`config.mk`:
```
export PLATFORM = sky130hd
export DESIGN_NAME = cb_rd_arbiter
export DESIGN_NICKNAME = d
export VERILOG_FILES = /design/src/rtl/cb_rd_arbiter.sv
export SDC_FILE = /design/constraint.sdc
export NUM_CORES = 1
export LEC_CHECK = 0
export ABC_CLOCK_PERIOD_IN_PS = 3040
export CAP_MARGIN = 25
export CORE_AREA = 2 2 84 86
export CTS_CLUSTER_DIAMETER = 80
export DETAILED_ROUTE_END_ITERATION = 8
export DIE_AREA = 0 0 86 88
export GPL_ROUTABILITY_DRIVEN = 0
export PLACE_DENSITY = 0.8
export SKIP_CTS_REPAIR_TIMING = 1
export SYNTH_ARGS = -nofsm -noshare
export SYNTH_HDL_FRONTEND = slang
export SYNTH_SLANG_ARGS = --single-unit
export TNS_END_PERCENT = 5
```
`constraint.sdc`:
```
create_clock -name clk -period 3.04 [get_ports clk]
set_input_delay 0.608 -clock clk [delete_from_list [all_inputs] [get_ports clk]]
set_output_delay 0.608 -clock clk [all_outputs]
set_load 0.05 [all_outputs]
```
`src/rtl/cb_rd_arbiter.sv`:
```
// cb_rd_arbiter: shares one single-beat, in-order core-bus read channel
// between instruction fetch (M0) and the LSU read path (M1).
//
// Ports:
//   clk, arst               core clock, async active-low reset
//   m0_ar_* / m1_ar_*       requester AR channels (valid/ready/addr)
//   m0_r_*  / m1_r_*        requester R channels (valid/ready/data/resp)
//   s_ar_*                  shared AR channel towards the AXI bridge
//   s_r_*                   shared R channel from the AXI bridge
//   outstanding_o           registered count of reads awaiting response
//   unexp_r_o               registered pulse: R beat seen with no read outstanding
//
// AR requests are arbitrated round-robin. Each accepted AR pushes its owner ID
// into an order FIFO, and the FIFO head steers the in-order R beats back.
module cb_rd_arbiter #(
    parameter int unsigned ADDR_W  = 32,
    parameter int unsigned DATA_W  = 32,
    parameter int unsigned MAX_OUT = 4
) (
    input  logic                       clk,
    input  logic                       arst,

    input  logic                       m0_ar_valid,
    output logic                       m0_ar_ready,
    input  logic [ADDR_W-1:0]          m0_ar_addr,
    output logic                       m0_r_valid,
    input  logic                       m0_r_ready,
    output logic [DATA_W-1:0]          m0_r_data,
    output logic [1:0]                 m0_r_resp,

    input  logic                       m1_ar_valid,
    output logic                       m1_ar_ready,
    input  logic [ADDR_W-1:0]          m1_ar_addr,
    output logic                       m1_r_valid,
    input  logic                       m1_r_ready,
    output logic [DATA_W-1:0]          m1_r_data,
    output logic [1:0]                 m1_r_resp,

    output logic                       s_ar_valid,
    input  logic                       s_ar_ready,
    output logic [ADDR_W-1:0]          s_ar_addr,
    input  logic                       s_r_valid,
    output logic                       s_r_ready,
    input  logic [DATA_W-1:0]          s_r_data,
    input  logic [1:0]                 s_r_resp,

    output logic [$clog2(MAX_OUT):0]   outstanding_o,
    output logic                       unexp_r_o
);

    localparam int unsigned PTR_W = $clog2(MAX_OUT);
    localparam int unsigned CNT_W = PTR_W + 1;

    // OPEN: grant follows round-robin; LOCKED: grant frozen while AR is stalled
    typedef enum logic {
        ARB_OPEN   = 1'b0,
        ARB_LOCKED = 1'b1
    } arb_state_e;

    arb_state_e         state_q, state_d;
    logic               grant_q, grant_d;
    logic               last_q, last_d;
    logic [MAX_OUT-1:0] ids_q, ids_d;
    logic [PTR_W-1:0]   wr_ptr_q, wr_ptr_d;
    logic [PTR_W-1:0]   rd_ptr_q, rd_ptr_d;
    logic [CNT_W-1:0]   count_q, count_d;
    logic               unexp_q, unexp_d;

    logic               pick;
    logic               grant_c;
    logic               full;
    logic               empty;
    logic               head;
    logic               ar_hs;
    logic               r_hs;

    assign full  = (count_q == CNT_W'(MAX_OUT));
    assign empty = (count_q == '0);
    assign head  = ids_q[rd_ptr_q];

    // Round-robin pick: a lone requester wins, a tie goes to the one not served last
    always_comb begin
        pick = ~last_q;
        if (m0_ar_valid && !m1_ar_valid) begin
            pick = 1'b0;
        end else if (m1_ar_valid && !m0_ar_valid) begin
            pick = 1'b1;
        end
    end

    assign grant_c = (state_q == ARB_LOCKED) ? grant_q : pick;

    // Shared AR mux; no new request is offered while the order FIFO is full
    assign s_ar_valid  = (grant_c ? m1_ar_valid : m0_ar_valid) & ~full;
    assign s_ar_addr   = grant_c ? m1_ar_addr : m0_ar_addr;
    assign m0_ar_ready = s_ar_ready & ~full & ~grant_c;
    assign m1_ar_ready = s_ar_ready & ~full &  grant_c;
    assign ar_hs       = s_ar_valid & s_ar_ready;

    // R steering by FIFO head owner
    assign m0_r_valid = s_r_valid & ~empty & ~head;
    assign m1_r_valid = s_r_valid & ~empty &  head;
    assign m0_r_data  = head ? '0 : s_r_data;
    assign m0_r_resp  = head ? 2'b00 : s_r_resp;
    assign m1_r_data  = head ? s_r_data : '0;
    assign m1_r_resp  = head ? s_r_resp : 2'b00;
    assign s_r_ready  = ~empty & (head ? m1_r_ready : m0_r_ready);
    assign r_hs       = s_r_valid & s_r_ready;

    assign outstanding_o = count_q;
    assign unexp_r_o     = unexp_q;

    // Arbiter lock state register
    always_ff @(posedge clk or negedge arst) begin
        if (!arst) begin
            state_q <= ARB_OPEN;
            grant_q <= 1'b0;
            last_q  <= 1'b1;
        end else begin
            state_q <= state_d;
            grant_q <= grant_d;
            last_q  <= last_d;
        end
    end

    // Arbiter lock next-state: freeze grant on a stalled AR, release on handshake
    always_comb begin
        state_d = state_q;
        grant_d = grant_q;
        last_d  = last_q;
        if (ar_hs) begin
            last_d = grant_c;
        end
        case (state_q)
            ARB_OPEN: begin
                if (s_ar_valid && !s_ar_ready) begin
                    state_d = ARB_LOCKED;
                    grant_d = grant_c;
                end
            end
            ARB_LOCKED: begin
                if (ar_hs) begin
                    state_d = ARB_OPEN;
                end
            end
            default: begin
                state_d = ARB_OPEN;
            end
        endcase
    end

    // Order FIFO next-state: push owner on AR handshake, pop on R handshake
    always_comb begin
        ids_d    = ids_q;
        wr_ptr_d = wr_ptr_q;
        rd_ptr_d = rd_ptr_q;
        count_d  = count_q + CNT_W'(ar_hs) - CNT_W'(r_hs);
        unexp_d  = s_r_valid & empty;
        if (ar_hs) begin
            ids_d[wr_ptr_q] = grant_c;
            wr_ptr_d        = wr_ptr_q + PTR_W'(1);
        end
        if (r_hs) begin
            rd_ptr_d = rd_ptr_q + PTR_W'(1);
        end
    end

    // Order FIFO registers
    always_ff @(posedge clk or negedge arst) begin
        if (!arst) begin
            ids_q    <= '0;
            wr_ptr_q <= '0;
            rd_ptr_q <= '0;
            count_q  <= '0;
            unexp_q  <= 1'b0;
        end else begin
            ids_q    <= ids_d;
            wr_ptr_q <= wr_ptr_d;
            rd_ptr_q <= rd_ptr_d;
            count_q  <= count_d;
            unexp_q  <= unexp_d;
        end
    end

endmodule

```
==> flow_summary_export.csv <==
group,metric,value,unit
die,full_die_area,7568,um2
die,core_area,6644,um2
drt,initialDrtViolationCount,35,
clocking,cts.root.buffer_cell,"sky130_fd_sc_hd__clkbuf_8",
synth,synth_warnings,0,
die,num_rows,30,
place,portBuffers,215,
worst_hold_path,hold_path_depth,1,
timing,period_minus_slack,2.991,ns
drt,postRouteWirelength,7.947,mm
critical_path,critical_path_required,2.43,ns
critical_path,critical_path.cell_chain,"clkdlybuf4s50_1 -> o21ba_2 -> o31ai_4 -> buf_4 -> buf_12 -> mux2_2 -> buf_6",
worst_hold_path,worst_hold_path_type,"reg -> reg",
timing,finClkSkew,0.002063,ns
synth,synth_xor_area_share,2.616,%
synth,synth-compound-area-share,4.260,%
critical_path,cpPeakStageDelay,0.47,ns
critical_path,cpMaxStageDelayCell,"sky130_fd_sc_hd__clkdlybuf4s50_1",
synth,postSynthRegisterBits,15,
drt,wl_per_cell,16.56,um
global_route,grt.total_usage,18.84,%
cells_and_area,insertedDiodeCount,0,
synth,mappedNetlistNets,297,
clocking,cts_made_buffers,3,
job,timing.max_cap.violations,0,
synth,primary_ff_master_synth,"sky130_fd_sc_hd__dfrtp_1",
global_route,globalRouteOverflowTotal,0,
timing,slew-limit-headroom,55.53,%
synth,synthesis.instances,184,
drt,vias_per_cell,4.375,
synth,synth_fa_ha_area_share,5.680,%
synth,synth_seq_area_share,22.50,%
timing,final-setup-viol-count,0,
critical_path,criticalPathCategory,"in -> out",
timing,worst_pin_slew,0.6650,ns
place,place.detailed.hpwl,6.519,mm
die,io-pin-count,216,
synth,muxShareOfSynthArea,27.50,%
critical_path,worst_setup_path_end_kind,"output port",
critical_path,cp_data_arrival_time,2.38,ns
synth,post_synth_and_or_nand_nor_area_fraction,32.66,%
clocking,clk_pin_slew_worst_paths,0.06,ns
cells_and_area,num-fill-cells,487,
synth,synth_top_family_by_area,"simple AND/OR/NAND/NOR gates",
synth,ys_async_rst_share,100.0,%
synth,avgSynthCellArea,9.098,um2
synth,synth.cell_area,1674,um2
die,fp.dieH,88,um
place,post_dp_cell_area,4414,um2
global_route,antenna_found_initial,0,
timing,maxClockFrequency,0.3343,GHz
critical_path,path_max_fanout,19,
clocking,cts_max_level,1,
timing,final-hold-violation-count,0,
run_status,outcome,"completed",
clocking,cts_tree,"done",
die,initial_utilization,25.20,%
global_route,wire_length_of_the_first_global_routing_pass,11.34,mm
synth,synth-edff-count,0,
critical_path,worst-r2r-cell-count,10,
drt,drt_pre_antenna_iters,3,
clocking,worstSkewPairLatency,0.25,ns
cells_and_area,layout.cell_area.non_filler,4597,um2
die,die_w,86,um
cells_and_area,finalNetCount,514,
global_route,largest_net_degree_at_the_start_of_global_routing,71,
drt,final_antenna_net_count,0,
cells_and_area,drive_above_1_share,39.75,%
synth,netlist-cell-type-count,30,
critical_path,cp-start-kind,"primary input",
timing,slew_violations,0,
clocking,cts_num_sinks,15,
timing,timing.final.crit_share,98.40,%
global_route,first_global_vias,2142,
clocking,clockBufferDepth,2,
timing,grt_setup_unrepaired,"no",
drt,remaining_drc_errors,0,
drt,num_vias,2100,
cells_and_area,syn2layout_area_growth,174.6,%
cells in the mapped netlist (2+ instances only):
| library cell | count | area (um2) |
|---|---|---|
| sky130_fd_sc_hd__a21oi_1 | 2 | 10.01 |
| sky130_fd_sc_hd__and2_1 | 35 | 219.0 |
| sky130_fd_sc_hd__nand2_1 | 2 | 7.510 |
| sky130_fd_sc_hd__nand3_1 | 4 | 20.02 |
| sky130_fd_sc_hd__dfrtp_1 | 14 | 350.3 |
| sky130_fd_sc_hd__buf_2 | 4 | 20.02 |
| sky130_fd_sc_hd__inv_1 | 7 | 26.28 |
| sky130_fd_sc_hd__clkbuf_1 | 7 | 26.28 |
| sky130_fd_sc_hd__xnor2_1 | 3 | 26.28 |
| sky130_fd_sc_hd__xor2_1 | 2 | 17.52 |
| sky130_fd_sc_hd__nor3b_1 | 2 | 15.01 |
| sky130_fd_sc_hd__mux2_2 | 33 | 371.6 |
| sky130_fd_sc_hd__mux2_1 | 5 | 56.30 |
| sky130_fd_sc_hd__nor2_1 | 8 | 30.03 |
| sky130_fd_sc_hd__nor2b_1 | 35 | 219.0 |
| sky130_fd_sc_hd__ha_1 | 6 | 75.07 |
| sky130_fd_sc_hd__nand2b_1 | 2 | 12.51 |
worst paths after layout:
kind                                              endpoint  slack [ns]                     from
max in group asynchronous              grant_q$_DFFE_PN0P_        1.86                     arst
min in group asynchronous       outstanding_o[1]$_DFF_PN0_        0.76                     arst
worst min-delay path                  ids_q[0]$_DFFE_PN0P_        0.49     ids_q[0]$_DFFE_PN0P_
worst max register to register  outstanding_o[2]$_DFF_PN0_        0.36  rd_ptr_q[0]$_DFFE_PN0P_
worst min register to register        ids_q[0]$_DFFE_PN0P_        0.49     ids_q[0]$_DFFE_PN0P_
worst max-delay path                          s_ar_addr[8]        0.05              m1_ar_valid
cell usage in the layout (no fill, tap or decap), types with 2 or more instances in the layout:
cell                              Yosys  final
sky130_fd_sc_hd__a21oi_1              2      2
sky130_fd_sc_hd__and2_1              35     35
sky130_fd_sc_hd__buf_12               0     61
sky130_fd_sc_hd__buf_4                1     32
sky130_fd_sc_hd__buf_6                0     21
sky130_fd_sc_hd__clkbuf_8             0      3
sky130_fd_sc_hd__clkdlybuf4s50_1      0    108
sky130_fd_sc_hd__dfrtp_1             14     14
sky130_fd_sc_hd__ha_1                 6      6
sky130_fd_sc_hd__inv_1                7      7
sky130_fd_sc_hd__mux2_1               5      5
sky130_fd_sc_hd__mux2_2              33     33
sky130_fd_sc_hd__nand2_1              2      2
sky130_fd_sc_hd__nand2b_1             2      2
sky130_fd_sc_hd__nand3_1              4      4
sky130_fd_sc_hd__nor2_1               8      8
sky130_fd_sc_hd__nor2b_1             35     35
sky130_fd_sc_hd__nor3b_1              2      2
sky130_fd_sc_hd__xnor2_1              3      3
sky130_fd_sc_hd__xor2_1               2      2
metrics by stage:
stage | setup slack, ns | TNS, ns | utilization, % | hold slack, ns | std cells
2_1_floorplan | 0.04654 | 0 | - | 0.3124 | 184
3_5_place_dp | -0.1057 | -0.1057 | 66.44 | 0.4810 | 471
4_1_cts | 0.02310 | 0 | 67.14 | 0.4948 | 475
6_report | 0.04853 | 0 | 69.19 | 0.4878 | 480
3_3_place_gp | -0.03701 | -0.03701 | 66.44 | 0.4714 | 471
5_1_grt | 0.006637 | 0 | 69.19 | 0.5169 | 480
cell type report:
type	instances	area, um2	area share, %
Multi-Input combinational cell	150	1231	26.78
Clock inverter	1	5.005	0.1089
Timing Repair Buffer	224	2816	61.27
Tap cell	80	100.1	2.177
Sequential cell	15	376.6	8.193
Clock buffer	3	41.29	0.8982
Inverter	7	26.28	0.5716
routing by layer:
layer / wire length [um] / track usage, % / vias up
met5: 0 / 0 / -
met1: 2818 / 21.06 / 967
li1: - / - / 1034
met4: 204 / 5.916 / 0
met3: 540 / 3.959 / 15
met2: 4383 / 35.59 / 84
kinds of logic (layout without fill, tap and decap cells):
kind of cell | Yosys count | after routing
adders and majority gates | 7 | 7
and+or+nand+nor | 91 | 91
buffers and inverters | 19 | 235
xor gates and xnor gates | 5 | 5
muxes | 40 | 40
AOI/OAI and AO/OA | 7 | 7
DFF | 15 | 15
critical path, delay by kind of cell:
family,cells,cell delay (ns)
buffers and inverters,4,0.96
AOI/OAI and AO/OA,2,0.44
muxes,1,0.37
state kept, by name (all words and copies together) (netlist names), named ones only:
signal	flops
ids_q	4
grant_q	1
outstanding_o	3
wr_ptr_q	2
last_q	1
unexp_r_o	1
rd_ptr_q	2
Power is not shown: default switching activity piles up to over one toggle a cycle in this logic, so the estimate is an artifact.
